===== src/rtl/pio_pkg.sv =====
// rtl/pio_pkg.sv - register map, CTRL/CLKDIV/WRAP field positions and controller state type
package pio_pkg;

  localparam logic [2:0] ADDR_CTRL   = 3'd0;
  localparam logic [2:0] ADDR_CLKDIV = 3'd1;
  localparam logic [2:0] ADDR_WRAP   = 3'd2;
  localparam logic [2:0] ADDR_INSTR  = 3'd3;
  localparam logic [2:0] ADDR_PC     = 3'd4;

  localparam int CTRL_ENABLE_BIT      = 0;
  localparam int CTRL_RESTART_BIT     = 1;
  localparam int CTRL_DIV_RESTART_BIT = 2;
  localparam int CTRL_OVERRUN_BIT     = 8;

  localparam int CLKDIV_INT_LSB  = 16;
  localparam int CLKDIV_FRAC_LSB = 8;

  localparam int WRAP_TOP_LSB    = 8;
  localparam int WRAP_BOTTOM_LSB = 0;

  localparam logic [4:0] WRAP_TOP_RESET    = 5'h00;
  localparam logic [4:0] WRAP_BOTTOM_RESET = 5'h1F;

  typedef enum logic [1:0] {
    DISABLED = 2'd0,
    RUN      = 2'd1,
    RESTART  = 2'd2
  } sm_ctrl_state_t;

endpackage


===== src/rtl/clk_divider.sv =====
// rtl/clk_divider.sv - integer.fraction divider producing a one-cycle tick per period
module clk_divider #(
  parameter int INT_W  = 16,
  parameter int FRAC_W = 8
) (
  input  logic              clk,
  input  logic              rst,
  input  logic [INT_W-1:0]  div_int,
  input  logic [FRAC_W-1:0] div_frac,
  input  logic              run,
  input  logic              clear,
  output logic              tick
);

  logic [INT_W-1:0]  int_q;
  logic [FRAC_W-1:0] frac_q;
  logic [FRAC_W-1:0] acc;
  logic              carry;
  logic [INT_W:0]    cnt;
  logic [INT_W+1:0]  int_eff;
  logic [INT_W+1:0]  period_len;
  logic [INT_W+1:0]  cnt_next;

  // Period length: int of 0 stands for 2^INT_W, plus one cycle when the last tick carried
  always_comb begin
    int_eff    = (int_q == '0) ? {2'b01, {INT_W{1'b0}}} : {2'b00, int_q};
    period_len = int_eff + {{(INT_W+1){1'b0}}, carry};
    cnt_next   = {1'b0, cnt} + {{(INT_W+1){1'b0}}, 1'b1};
    tick       = run && !clear && (cnt_next == period_len);
  end

  // Counter/accumulator; divider settings are only picked up at a period boundary or while idle
  always_ff @(posedge clk) begin
    if (rst) begin
      int_q  <= {{(INT_W-1){1'b0}}, 1'b1};
      frac_q <= '0;
      acc    <= '0;
      carry  <= 1'b0;
      cnt    <= '0;
    end else begin
      if (clear) begin
        cnt   <= '0;
        acc   <= '0;
        carry <= 1'b0;
      end else if (tick) begin
        cnt            <= '0;
        {carry, acc}   <= {1'b0, acc} + {1'b0, frac_q};
      end else if (run) begin
        cnt <= cnt_next[INT_W:0];
      end
      if (clear || tick || !run) begin
        int_q  <= div_int;
        frac_q <= div_frac;
      end
    end
  end

endmodule


===== src/rtl/sm_controller.sv =====
// rtl/sm_controller.sv - PIO state-machine control registers, step strobe, restart and forced exec
module sm_controller
  import pio_pkg::*;
#(
  parameter int DIV_INT_W  = 16,
  parameter int DIV_FRAC_W = 8
) (
  input  logic        clk,
  input  logic        rst,
  input  logic        reg_wr_en,
  input  logic        reg_rd_en,
  input  logic [2:0]  reg_addr,
  input  logic [31:0] reg_wdata,
  output logic [31:0] reg_rdata,
  input  logic [4:0]  pc,
  output logic        sm_step,
  output logic        sm_restart,
  output logic        exec_valid,
  output logic [15:0] exec_instr,
  output logic [4:0]  wrap_top,
  output logic [4:0]  wrap_bottom
);

  sm_ctrl_state_t         state;
  logic                   enable;
  logic                   pending;
  logic                   exec_overrun;
  logic [15:0]            instr_word;
  logic [DIV_INT_W-1:0]   div_int;
  logic [DIV_FRAC_W-1:0]  div_frac;

  logic        ctrl_wr, clkdiv_wr, wrap_wr, instr_wr;
  logic        restart_wr, div_restart_wr, enable_next;
  logic        div_run, div_clear, tick;
  logic [31:0] rd_mux;

  // Write decode; a restart write also resets the divider on the same edge
  always_comb begin
    ctrl_wr        = reg_wr_en && (reg_addr == ADDR_CTRL);
    clkdiv_wr      = reg_wr_en && (reg_addr == ADDR_CLKDIV);
    wrap_wr        = reg_wr_en && (reg_addr == ADDR_WRAP);
    instr_wr       = reg_wr_en && (reg_addr == ADDR_INSTR);
    restart_wr     = ctrl_wr && reg_wdata[CTRL_RESTART_BIT];
    div_restart_wr = ctrl_wr && reg_wdata[CTRL_DIV_RESTART_BIT];
    enable_next    = ctrl_wr ? reg_wdata[CTRL_ENABLE_BIT] : enable;
    div_run        = (state == RUN);
    div_clear      = (state == RESTART) || restart_wr || div_restart_wr;
  end

  // Read mux; pulse bits and unmapped addresses read as zero
  always_comb begin
    rd_mux = '0;
    case (reg_addr)
      ADDR_CTRL: begin
        rd_mux[CTRL_ENABLE_BIT]  = enable;
        rd_mux[CTRL_OVERRUN_BIT] = exec_overrun;
      end
      ADDR_CLKDIV: begin
        rd_mux[CLKDIV_INT_LSB +: DIV_INT_W]   = div_int;
        rd_mux[CLKDIV_FRAC_LSB +: DIV_FRAC_W] = div_frac;
      end
      ADDR_WRAP: begin
        rd_mux[WRAP_TOP_LSB +: 5]    = wrap_top;
        rd_mux[WRAP_BOTTOM_LSB +: 5] = wrap_bottom;
      end
      ADDR_INSTR: rd_mux[15:0] = instr_word;
      ADDR_PC:    rd_mux[4:0]  = pc;
      default:    rd_mux = '0;
    endcase
  end

  clk_divider #(
    .INT_W  (DIV_INT_W),
    .FRAC_W (DIV_FRAC_W)
  ) u_clk_divider (
    .clk      (clk),
    .rst      (rst),
    .div_int  (div_int),
    .div_frac (div_frac),
    .run      (div_run),
    .clear    (div_clear),
    .tick     (tick)
  );

  // Software-visible configuration registers and registered read data
  always_ff @(posedge clk) begin
    if (rst) begin
      enable      <= 1'b0;
      div_int     <= DIV_INT_W'(1);
      div_frac    <= '0;
      wrap_top    <= WRAP_TOP_RESET;
      wrap_bottom <= WRAP_BOTTOM_RESET;
      reg_rdata   <= '0;
    end else begin
      enable <= enable_next;
      if (clkdiv_wr) begin
        div_int  <= reg_wdata[CLKDIV_INT_LSB +: DIV_INT_W];
        div_frac <= reg_wdata[CLKDIV_FRAC_LSB +: DIV_FRAC_W];
      end
      if (wrap_wr) begin
        wrap_top    <= reg_wdata[WRAP_TOP_LSB +: 5];
        wrap_bottom <= reg_wdata[WRAP_BOTTOM_LSB +: 5];
      end
      if (reg_rd_en) reg_rdata <= rd_mux;
    end
  end

  // Control FSM with registered strobes; restart wins over everything and drops any pending exec
  always_ff @(posedge clk) begin
    if (rst) begin
      state        <= DISABLED;
      sm_step      <= 1'b0;
      sm_restart   <= 1'b0;
      exec_valid   <= 1'b0;
      exec_instr   <= '0;
      pending      <= 1'b0;
      instr_word   <= '0;
      exec_overrun <= 1'b0;
    end else begin
      if (restart_wr) begin
        state      <= RESTART;
        sm_restart <= 1'b1;
        sm_step    <= 1'b0;
        exec_valid <= 1'b0;
        pending    <= 1'b0;
      end else begin
        state      <= enable_next ? RUN : DISABLED;
        sm_restart <= 1'b0;
        case (state)
          RUN: begin
            sm_step    <= tick;
            exec_valid <= tick && pending;
            if (tick && pending) begin
              exec_instr <= instr_word;
              pending    <= 1'b0;
            end
          end
          DISABLED: begin
            sm_step    <= pending;
            exec_valid <= pending;
            if (pending) begin
              exec_instr <= instr_word;
              pending    <= 1'b0;
            end
          end
          default: begin
            sm_step    <= 1'b0;
            exec_valid <= 1'b0;
          end
        endcase
        if (instr_wr) begin
          if (pending) begin
            exec_overrun <= 1'b1;
          end else begin
            pending    <= 1'b1;
            instr_word <= reg_wdata[15:0];
          end
        end
      end
      if (ctrl_wr && reg_wdata[CTRL_OVERRUN_BIT]) exec_overrun <= 1'b0;
    end
  end

endmodule

===== config.mk =====
export PLATFORM = sky130hd
export DESIGN_NAME = sm_controller
export DESIGN_NICKNAME = d
export VERILOG_FILES = /design/src/rtl/pio_pkg.sv /design/src/rtl/clk_divider.sv /design/src/rtl/sm_controller.sv
export SDC_FILE = /design/constraint.sdc
export NUM_CORES = 1
export LEC_CHECK = 0
export CAP_MARGIN = 20
export CELL_PAD_IN_SITES_DETAIL_PLACEMENT = 2
export CELL_PAD_IN_SITES_GLOBAL_PLACEMENT = 2
export CORE_MARGIN = 4
export CORE_UTILIZATION = 42
export CTS_CLUSTER_SIZE = 30
export DETAILED_ROUTE_END_ITERATION = 6
export DONT_BUFFER_PORTS = 1
export GPL_TIMING_DRIVEN = 1
export MAX_ROUTING_LAYER = met4
export PLACE_DENSITY_LB_ADDON = 0.2
export SLEW_MARGIN = 40
export SYNTH_ARGS = -nofsm -noshare
export SYNTH_HDL_FRONTEND = slang
export SYNTH_HIERARCHICAL = 1
export SYNTH_SLANG_ARGS = --single-unit

===== constraint.sdc =====
create_clock -name clk -period 5.13 [get_ports clk]
set_input_delay 0.513 -clock clk [delete_from_list [all_inputs] [get_ports clk]]
set_output_delay 0.513 -clock clk [all_outputs]
set_load 0.005 [all_outputs]

---- Word level (Yosys, flattened, before mapping) ----
Cells that the tools add are included.
word-level totals
  bits in registers ....................... 156
  input port bits ......................... 44
  output and inout port bits .............. 61
cells by class
  add/sub/neg operators ................... 3
  equal/unequal tests ..................... 9
  multiplexer cells ....................... 21
  bitwise operators ....................... 2
  reductions and logical operators ........ 27
operators with widths
  operator                                                         count
  16-bit two-way mux                                               3
  16-bit case mux with 2 select lines                              1
  4-bit case mux with 3 select lines                               2
  17-bit by 1-bit adder with 18-bit output, second input constant  1
  18-bit by 1-bit adder with 18-bit output                         1
  18-bit == test                                                   1
  17-bit two-way mux                                               1
  16-bit zero test                                                 1
  1-bit logical AND                                                10
  8-bit by 8-bit adder with 9-bit output                           1
  1-bit case mux with 4 select lines                               2
  3-bit by 2-bit == test with 1-bit output, second input constant  2
  1-bit two-way mux                                                6
  1-bit case mux with 2 select lines                               3
  3-bit case mux with 2 select lines                               1
  3-bit AND reduction                                              2
  2-bit OR reduction                                               3
  1-bit logical OR                                                 4
  2-bit inequality test, second input constant                     2
  4-bit AND reduction                                              1
  3-bit by 1-bit == test with 1-bit output, second input constant  1
  3-bit == test, second input constant                             1
  3-bit zero test                                                  1
  3-bit two-way mux                                                1
  other kinds (8)                                                  10

---- Longest topological paths before layout ----
Gate-level depths: netlist of the first run.
  depth after elaboration ................. 13
  depth in mapped cells ................... 14
  depth with buffers taken out ............ 12

---- By module ----
The synthesis of the first run kept the hierarchy.
modules (own cells, without submodules)
  module         instances  cells each  area an instance (um^2)
  sm_controller  1          460         4201.5
  clk_divider    1          404         3567.2

---- Worst setup path before layout of the first run ----
No wires, ideal clock.
  path kind ............................... reg2reg
  from .................................... register u_clk_divider.int_q[0]
  to ...................................... register exec_instr[10]
  arrival ................................. 3.406 ns
  setup slack ............................. 1.652 ns
  stages on the path, launching flop included .. 14
  buffers on the path ..................... 2
  clock period less this slack ............ 3.478 ns
  path through ............................ dfxtp_1 clkbuf_1 ha_1 ha_1 nand3_2 nor3_1 nand2_1 xnor2_1 mux2_2 nor4bb_1 nor2b_1 a2111oi_4 buf_6 mux2i_1
on the way
  cells in the longest elaborated chain, start to end .. 8
ends and longest elaborated chain
  element                                       line                  source
  from (decl)                                   clk_divider.sv:15     logic [INT_W-1:0] int_q;
  from (signal assigned)                        clk_divider.sv:35     int_q <= {{(INT_W-1){1'b0}}, 1'b1};
  from (signal assigned)                        clk_divider.sv:52     int_q <= div_int;
  16-bit zero test                              clk_divider.sv:26     int_eff = (int_q == '0) ? {2'b01, {INT_W{1'b0}}} : {2'b00, int_q};
  17-bit two-way mux (*)                        clk_divider.sv:26
  18-bit by 1-bit adder with 18-bit output (*)  clk_divider.sv:27     period_len = int_eff + {{(INT_W+1){1'b0}}, carry};
  18-bit == test (*)                            clk_divider.sv:29     tick = run && !clear && (cnt_next == period_len);
  1-bit logical AND (*)                         clk_divider.sv:29
  net tick                                      sm_controller.sv:34   logic div_run, div_clear, tick;
  1-bit logical AND (*)                         sm_controller.sv:133  if (tick && pending) begin
  2-bit inequality test (no source line) (*)    --
  4-bit AND reduction (no source line) (*)      --
  to (signal assigned)                          sm_controller.sv:134  exec_instr <= instr_word;
  to (signal assigned)                          sm_controller.sv:142  exec_instr <= instr_word;
  to (decl)                                     sm_controller.sv:19   output logic [15:0] exec_instr,
The timed path passes the listed nets; every way through them passes the cells marked *.
A chain may end at the register's enable or synchronous reset.

---- Worst setup path in the final report of the first run ----
Ends and elaborated chain as after synthesis.

==> flow_summary.toml, run 1 <==
[sta]
period_share = 0.793
setup_tns_ns = 0
fmax_mhz = 246
slew_headroom = 0.432
worstMarginPinSlew_ns = 0.851
drv_slew = 0
fin_skew_ns = 0.0164
hold_viol_final = 0
setup_viol = 0
holdWs_ns = 0.179
rsz0062_at_grt = "false"
layout_min_cycle_time_ns = 4.07

[synthesis]
synth-seq-cells = 155
synth_ff_type = "dfxtp_1"
ys_types = 71
synth_edf_count = 0
synth-seq-area-share = 0.399
synth.avg_cell_area_sq_um = 8.99
synth-async-reset-ratio = 0
yosysWarningCount = 6
synth.top_cell.area_share = 0.399
syn_inst = 864
synth.cell_area_sq_um = 7770
ys_top_cells_by_area = "dfxtp_1, mux2i_1, nand2b_1"
yosys.area.top_type = "dfxtp_1"
syn_nets = 920

[cts]
clk_latency_ns = 0.44
cts_tree = "yes"
cts_setup_buffers = 0
cts_resized = 0
clkTransAtPathRegs_ns = 0.07
cts_sinks = 155
clockBufferDepth = 2
holdBufCountCts = 0
root_buffer = "clkbuf_16"
h-tree-depth = 4
cts-buffers-inserted = 17

[floorplanning]
start_util = 0.430
num_io_pins = 105
die_h_um = 144
core_sq_um = 18100
die_area_sq_um = 20700
row_count = 49
die_w_um = 144

[pwr]
p_leak_nw = 2.80
pwr-share-seq = 0.466
p_int_mw = 1.94
power_density_nw_per_um2 = 313
ir_drop_mv = 0.227
p_sw_mw = 0.706
combPwrFrac = 0.042
power.share.clock = 0.491
p_sw_frac = 0.267

[route]
top_layer_used = "met4"
post_drt_wl_per_cell_um = 23.0
avgViaCountPerCell = 6.05
wl_met3_mm = 1.14
wl_mm = 24.5
wl_met2_mm = 12.1
first_pass_iters = 4
wl_met1_mm = 11.1
drc = 0
first_iter_violations = 423
vias = 6446
ant_nets = 0

[grt]
grt_pass1_vias = 6951
grt_max_degree = 168
grt_antenna_before_repair = 0
grt_pass1_wl_mm = 39.5
grt_use_total = 0.250
gr-total-overflow = 0

[worst_setup_path]
worstReg2RegStart = "u_clk_divider/int_q[0]$_SDFFE_PP1P_"
required_ns = 5.49
cp_max_fo = 16
worstSetupPathType = "flop to flop"
cpPeakStageDelay_ns = 0.49
cp_common_cell = "ha_1"
crit_chain = "ha_1 > ha_1 > nand3_2 > nor3_1 > nand2_1 > xnor2_1 > mux2_2 > nor4bb_1 > nor2b_1 > a2111oi_4 > buf_4 > mux2i_1"
crit_path_start = "u_clk_divider/int_q[0]$_SDFFE_PP1P_"
cp_slowest_cell = "nor4bb_1"
worstPathArrival_ns = 4.43
crit_path_end_kind = "flop"
cp-start-kind = "flop"

[placement]
place_congestion = 0.898
portBuffers = 0
dp_hpwl_mm = 16.5

[finish]
drive_gt1_frac = 0.103
layout.nets = 880
area.growth.synth_to_final_pct = 8.86
layout_common_cells = "dfxtp_1, nand2b_1, nand2_1"
antenna_cells = 0
final_common_cell = "dfxtp_1"

[hold_path]
min_from = "reg_wdata[8]"
hold_path_class = "input port to flop"

[status]
status = "finished, final reports clean"

[flow_run]
max_cap_violations = 0
## cells by family (layout without fill, tap and decap cells)
kind of cell	after synthesis	count (layout)	synth area share
flops	155	155	0.399
buf+inv	81	54	0.0469
simple gates	342	342	0.255
compound gates	153	153	0.126
xor+xnor	58	58	0.0689
fa+ha+maj	12	12	0.0203
mux	63	63	0.0834
## sequential cells by signal, indices dropped and copies added (netlist names)
name,flops
u_clk_divider/int_q,16
u_clk_divider/frac_q,8
u_clk_divider/cnt,17
reg_rdata,32
div_int,16
wrap_bottom,5
exec_valid,1
wrap_top,5
u_clk_divider/carry,1
instr_word,16
u_clk_divider/acc,8
exec_instr,16
div_frac,8
state,1
exec_overrun,1
sm_step,1
pending,1
sm_restart,1
enable,1
## power groups by stage
stage                     clock network [mW]  logic, mW  registers (mW)
after detailed placement                   0      0.110            1.26
after global routing                    1.38      0.121            1.24
after floorplan                            0      0.111            1.25
after CTS                               1.32      0.113            1.23
after global placement                     0      0.105            1.26
final                                   1.30      0.112            1.23
## cell usage after synthesis, types with 5 or more instances
cell type / n
mux2i_1: 49
xnor2_1: 34
and3_1: 10
clkbuf_1: 40
dfxtp_1: 155
ha_1: 11
nor3_1: 15
a31oi_1: 6
nand3_1: 39
mux2_2: 14
o21ai_0: 28
buf_2: 16
inv_1: 11
a21oi_1: 57
xor2_1: 22
nor2b_1: 11
o31ai_1: 7
nand2_1: 76
nor4_1: 7
nor3_2: 11
nand4_1: 21
nand2b_1: 77
nor2_1: 39
a211o_1: 5
a22oi_1: 23
## worst max-delay path: cells and delay by family, from the launching register on
family,cells,cell delay (ns)
xor gates and xnor gates,1,0.29
muxes,2,0.72
buffers and inverters,1,0.36
adders and majority gates,2,0.50
and+or+nand+nor,5,1.38
DFF,1,0.38
AOI/OAI and AO/OA,1,0.35
## cell type report
| cell class | count | area, sq um |
|---|---|---|
| Timing Repair Buffer | 9 | 82.6 |
| Multi-Input combinational cell | 628 | 4330 |
| Inverter | 13 | 48.8 |
| Tap cell | 229 | 287 |
| Fill cell | 1931 | 9630 |
| Clock buffer | 18 | 439 |
| Sequential cell | 155 | 3100 |
| Clock inverter | 14 | 166 |
## worst paths after layout
check | to | cells past startpoint | slack (ns)
worst min-delay path | exec_overrun$_SDFFE_PP0P_ | 1 | 0.18
worst min register to register | div_int[8]$_SDFFE_PP0P_ | 2 | 0.48
worst max register to register | exec_instr[10]$_SDFFE_PP0P_ | 12 | 1.06
worst max-delay path | exec_instr[10]$_SDFFE_PP0P_ | 12 | 1.06
## through the flow
step / total power, mW / worst slack (ns) / area, sq um / utilization / std cells
4_1_cts: 2.67 / 1.08 / 8460 / 0.468 / 1066
6_report: 2.65 / 1.06 / 8460 / 0.468 / 1066
3_5_place_dp: 1.37 / 1.10 / 7850 / 0.434 / 1034
2_1_floorplan: 1.37 / 1.65 / 7770 / - / 864
5_1_grt: 2.74 / 0.764 / 8460 / 0.468 / 1066
3_3_place_gp: 1.37 / 1.30 / 7810 / 0.432 / 1031
## layer usage
| metal | track usage | up-vias |
|---|---|---|
| met5 | - | - |
| met4 | 0.0520 | 0 |
| met3 | 0.0678 | 22 |
| met2 | 0.401 | 132 |
| met1 | 0.317 | 3327 |
| li1 | - | 2965 |
(Power assumes the default switching activity.)
==> run 2: changes to the inputs <==
--- a/config.mk
+++ b/config.mk
@@ -9,7 +9,7 @@
 export CELL_PAD_IN_SITES_DETAIL_PLACEMENT = 2
 export CELL_PAD_IN_SITES_GLOBAL_PLACEMENT = 2
 export CORE_MARGIN = 4
-export CORE_UTILIZATION = 42
+export CORE_UTILIZATION = 39
 export CTS_CLUSTER_SIZE = 30
 export DETAILED_ROUTE_END_ITERATION = 6
 export DONT_BUFFER_PORTS = 1
==> constraint.sdc (replaced) <==
create_clock -name clk -period 4.2 [get_ports clk]
set_input_delay 0.42 -clock clk [delete_from_list [all_inputs] [get_ports clk]]
set_output_delay 0.42 -clock clk [all_outputs]
set_load 0.005 [all_outputs]
==> flow_summary.toml, run 2 (synthesis gave the netlist of run 1 again) <==
[status]
status = "finished, final reports clean"

[cts]
cts_sinks = 155
holdBufCountCts = 0
clockBufferDepth = 2
h-tree-depth = 4
clkTransAtPathRegs_ns = 0.07
cts_resized = 0
cts_setup_buffers = 0
root_buffer = "clkbuf_16"
cts_tree = "yes"
cts-buffers-inserted = 17
clk_latency_ns = 0.43

[worst_setup_path]
cp_slowest_cell = "nor4_2"
crit_chain = "ha_1 > ha_1 > nand3_2 > nor2_2 > xnor3_1 > nor4_2 > nand4_1 > nor3_1 > nor4bb_2 > nor2b_1 > a2111oi_4 > buf_6 > mux2i_1"
crit_path_end_kind = "flop"
required_ns = 4.55
cpPeakStageDelay_ns = 0.47
cp_max_fo = 16
cp_common_cell = "ha_1"
cp-start-kind = "flop"
worstPathArrival_ns = 4.25
worstSetupPathType = "flop to flop"

[sta]
setup_tns_ns = 0
layout_min_cycle_time_ns = 3.91
hold_viol_final = 0
worstMarginPinSlew_ns = 0.802
setup_viol = 0
fmax_mhz = 256
slew_headroom = 0.459
period_share = 0.930
drv_slew = 0
rsz0062_at_grt = "false"
fin_skew_ns = 0.0121

[finish]
largest_reg_flops = 32
antenna_cells = 0
regMostFlops = "reg_rdata"
layout_common_cells = "dfxtp_1, nand2b_1, nand2_1"
fill_cells = 2166
final_common_cell = "dfxtp_1"
reg.largest.list = "reg_rdata (32), u_clk_divider/cnt (17)"
area.growth.synth_to_final_pct = 9.78
layout.nets = 882
drive_gt1_frac = 0.107

[pwr]
p_int_mw = 2.42
power.share.clock = 0.494
p_leak_nw = 2.81
pwr-share-seq = 0.464
ir_drop_mv = 0.267
power_density_nw_per_um2 = 381
p_sw_frac = 0.255
total_power_mw = 3.25
combPwrFrac = 0.042
p_sw_mw = 0.829

[route]
avgViaCountPerCell = 5.74
first_pass_iters = 5
drc = 0
wl_mm = 24.4
ant_nets = 0
post_drt_wl_per_cell_um = 22.1
vias = 6342
first_iter_violations = 446

[floorplanning]
core_sq_um = 19500
num_io_pins = 105
row_count = 51
die_area_sq_um = 22200
die_h_um = 149
die_w_um = 149
start_util = 0.398

[grt]
grt_pass1_wl_mm = 39.8
grt_pass1_vias = 6993
gr-total-overflow = 0
grt_antenna_before_repair = 0
grt_use_total = 0.232
grt_max_degree = 168

[placement]
place_congestion = 0.869
dp_hpwl_mm = 17.0
portBuffers = 0

[hold_path]
hold_path_class = "input port to flop"

[flow_run]
max_cap_violations = 0
[run 2: stage by stage]
| step | std cells | cell area [sq um] | util | setup slack (ns) | hold slack [ns] |
|---|---|---|---|---|---|
| finish | 1104 | 8530 | 0.437 | 0.294 | 0.0871 |
| global route | 1104 | 8530 | 0.437 | 0.101 | 0.0862 |
| CTS | 1104 | 8520 | 0.436 | 0.205 | 0.0676 |
| detailed placement | 1072 | 7910 | 0.405 | 0.341 | 0.472 |
| global placement | 1070 | 7880 | 0.404 | 0.531 | 0.460 |
| floorplan | 864 | 7770 | - | 0.722 | 0.447 |
[run 2: cell type report]
class                           count  area [sq um]  share of cell area
Clock buffer                       18           439              0.0515
Clock inverter                     14           166              0.0195
Inverter                           13          48.8             0.00572
Multi-Input combinational cell    628          4340               0.509
Sequential cell                   155          3100               0.364
Tap cell                          265           332              0.0389
Timing Repair Buffer               11           101              0.0119
[run 2: worst paths after layout]
path | from | to | slack, ns | cells past startpoint
min | reg_wdata[8] | exec_overrun$_SDFFE_PP0P_ | 0.09 | 1
max | u_clk_divider/int_q[0]$_SDFFE_PP1P_ | exec_instr[10]$_SDFFE_PP0P_ | 0.29 | 13
max reg2reg | u_clk_divider/int_q[0]$_SDFFE_PP1P_ | exec_instr[10]$_SDFFE_PP0P_ | 0.29 | 13
min reg2reg | u_clk_divider/acc[4]$_SDFFE_PP0P_ | u_clk_divider/acc[4]$_SDFFE_PP0P_ | 0.48 | 2
[run 2: power groups by stage]
stage	logic (mW)	registers (mW)	clock network, mW
6_report	0.136	1.51	1.60
5_1_grt	0.149	1.51	1.70
4_1_cts	0.137	1.51	1.63
3_5_place_dp	0.135	1.54	0
3_3_place_gp	0.129	1.54	0
2_1_floorplan	0.136	1.53	0
[run 2: critical path, delay by kind of cell, from the launching register on]
kind	cells	cell delay, ns
AOI/OAI and AO/OA	1	0.34
xor gates and xnor gates	1	0.37
adders and majority gates	2	0.50
buffers and inverters	1	0.29
DFF	1	0.36
muxes	1	0.24
and+or+nand+nor	7	1.73
[run 2: per-layer routing]
layer	global-route usage	up-vias	wire length (um)
met5	-	-	0
met2	0.384	124	12100
met3	0.0556	27	1270
met1	0.285	3230	10700
li1	-	2961	-
met4	0.0627	0	363
==> run 3: changes to the inputs <==
==> constraint.sdc (replaced) <==
create_clock -name clk -period 4 [get_ports clk]
set_input_delay 0.4 -clock clk [delete_from_list [all_inputs] [get_ports clk]]
set_output_delay 0.4 -clock clk [all_outputs]
set_load 0.005 [all_outputs]
==> flow_summary.toml, run 3 (synthesis gave the netlist of run 1 again) <==
[status]
status = "finished, final reports clean"

[pwr]
combPwrFrac = 0.044
p_leak_nw = 2.81
ir_drop_mv = 0.334
p_sw_mw = 0.905
pwr-share-seq = 0.469
p_sw_frac = 0.268
total_power_mw = 3.38
p_int_mw = 2.47
power_density_nw_per_um2 = 395
power.share.clock = 0.487

[finish]
drive_gt1_frac = 0.108
final_common_cell = "dfxtp_1"
area.growth.synth_to_final_pct = 9.87
reg.largest.list = "reg_rdata (32), u_clk_divider/cnt (17)"
antenna_cells = 0
largest_reg_flops = 32
layout_common_cells = "dfxtp_1, nand2b_1, nand2_1"
seq_area_sq_um = 3100
layout.nets = 882
multiInputGateArea_sq_um = 4360
regMostFlops = "reg_rdata"
fill_cells = 2164

[sta]
fmax_mhz = 268
hold_viol_final = 0
setup_viol = 0
worstMarginPinSlew_ns = 0.774
layout_min_cycle_time_ns = 3.74
drv_slew = 0
setup_tns_ns = 0
period_share = 0.935
slew_headroom = 0.477
fin_skew_ns = 0.0143
rsz0062_at_grt = "false"

[worst_setup_path]
worstPathArrival_ns = 4.09
cpPeakStageDelay_ns = 0.51
cp_slowest_cell = "dfxtp_1"
crit_chain = "ha_1 > nand3_1 > nor3_1 > xnor3_1 > nor4_2 > nand4_1 > nor3_2 > nor4bb_4 > nor2b_1 > a2111oi_4 > buf_12 > mux2i_1"
cp_max_fo = 16
crit_path_end_kind = "flop"
required_ns = 4.35
worstSetupPathType = "flop to flop"
cp-start-kind = "flop"

[floorplanning]
die_area_sq_um = 22200
num_io_pins = 105
die_h_um = 149
start_util = 0.398
die_w_um = 149
core_sq_um = 19500
row_count = 51

[route]
top_layer_used = "met4"
drc = 0
wl_met1_mm = 10.8
post_drt_wl_per_cell_um = 22.8
avgViaCountPerCell = 5.75
wl_met2_mm = 12.7
wl_mm = 25.1
ant_nets = 0
wl_met3_mm = 1.30
vias = 6347
first_pass_iters = 5
first_iter_violations = 380

[cts]
h-tree-depth = 4
root_buffer = "clkbuf_16"
cts_sinks = 155
cts_tree = "yes"
holdBufCountCts = 0
clk_latency_ns = 0.44
clkTransAtPathRegs_ns = 0.07
clockBufferDepth = 2
cts-buffers-inserted = 17

[grt]
grt_pass1_wl_mm = 39.6
gr-total-overflow = 0
grt_antenna_before_repair = 0
grt_max_degree = 168
grt_use_total = 0.232
grt_pass1_vias = 6891

[placement]
place_congestion = 0.912
portBuffers = 0
dp_hpwl_mm = 17.1

[hold_path]
hold_path_class = "input port to flop"

[flow_run]
max_cap_violations = 0
run 3: cell count changes in the layout (fill, tap and decap cells not counted), moves of 2 or more:
| cell | previous run | this run |
|---|---|---|
| clkinv_8 | 1 | 5 |
| nor3_2 | 11 | 13 |
| nor3_1 | 15 | 13 |
| buf_4 | 8 | 10 |
| inv_8 | 7 | 5 |
| buf_8 | 2 | 0 |
run 3: routing by layer:
| layer | vias to the layer above | global-route usage |
|---|---|---|
| met1 | 3238 | 0.275 |
| met4 | 0 | 0.0554 |
| li1 | 2970 | - |
| met2 | 114 | 0.393 |
| met3 | 25 | 0.0650 |
| met5 | - | - |
run 3: area by class of cell:
cell class / instances / share of cell area
Clock inverter: 15 / 0.0207
Inverter: 13 / 0.00572
Tap cell: 265 / 0.0388
Timing Repair Buffer: 11 / 0.0111
Clock buffer: 17 / 0.0498
Sequential cell: 155 / 0.364
Multi-Input combinational cell: 628 / 0.510
run 3: what timing repair did:
| item | in CTS | in global routing |
|---|---|---|
| endpoints found under the hold margin | 0 | 0 |
| endpoints found under the setup margin | 0 | 18 |
| gates resized for setup | 0 | 4 |
| setup buffers | 0 | 0 |
run 3: final timing paths:
kind                                     startpoint                                 to  slack, ns  depth (start not counted)
hold / removal                         reg_wdata[8]          exec_overrun$_SDFFE_PP0P_       0.06                          1
hold reg to reg   u_clk_divider/acc[4]$_SDFFE_PP0P_  u_clk_divider/acc[4]$_SDFFE_PP0P_       0.48                          2
setup / recovery  u_clk_divider/cnt[0]$_SDFFE_PP0P_        exec_instr[11]$_SDFFE_PP0P_       0.26                         12
setup reg to reg  u_clk_divider/cnt[0]$_SDFFE_PP0P_        exec_instr[11]$_SDFFE_PP0P_       0.26                         12
run 3: power groups by stage:
stage	registers, mW	logic [mW]	clock network, mW
final	1.58	0.149	1.64
after global placement	1.62	0.137	0
after detailed placement	1.62	0.144	0
after global routing	1.59	0.162	1.75
after CTS	1.58	0.148	1.68
after floorplan	1.61	0.143	0
run 3: worst max-delay path: cells and delay by family, from the launching register on:
| kind | cells | cell delay [ns] |
|---|---|---|
| multiplexers | 1 | 0.25 |
| buffers and inverters | 1 | 0.22 |
| AND/OR/NAND/NOR | 7 | 1.55 |
| flip-flops | 1 | 0.51 |
| adder cells (fa/ha/maj) | 1 | 0.43 |
| XOR/XNOR | 1 | 0.27 |
| AO/OA/AOI/OAI | 1 | 0.40 |
run 3: per-stage QoR:
step	hold WS (ns)	setup slack, ns	util	std cells	instance area [sq um]
finish	0.0580	0.262	0.437	1104	8540
global placement	0.460	0.463	0.405	1072	7910
floorplan	0.447	0.522	-	864	7770
detailed placement	0.477	0.215	0.405	1072	7910
CTS	0.0314	0.0974	0.436	1104	8510
global route	0.0406	0.0504	0.437	1104	8540
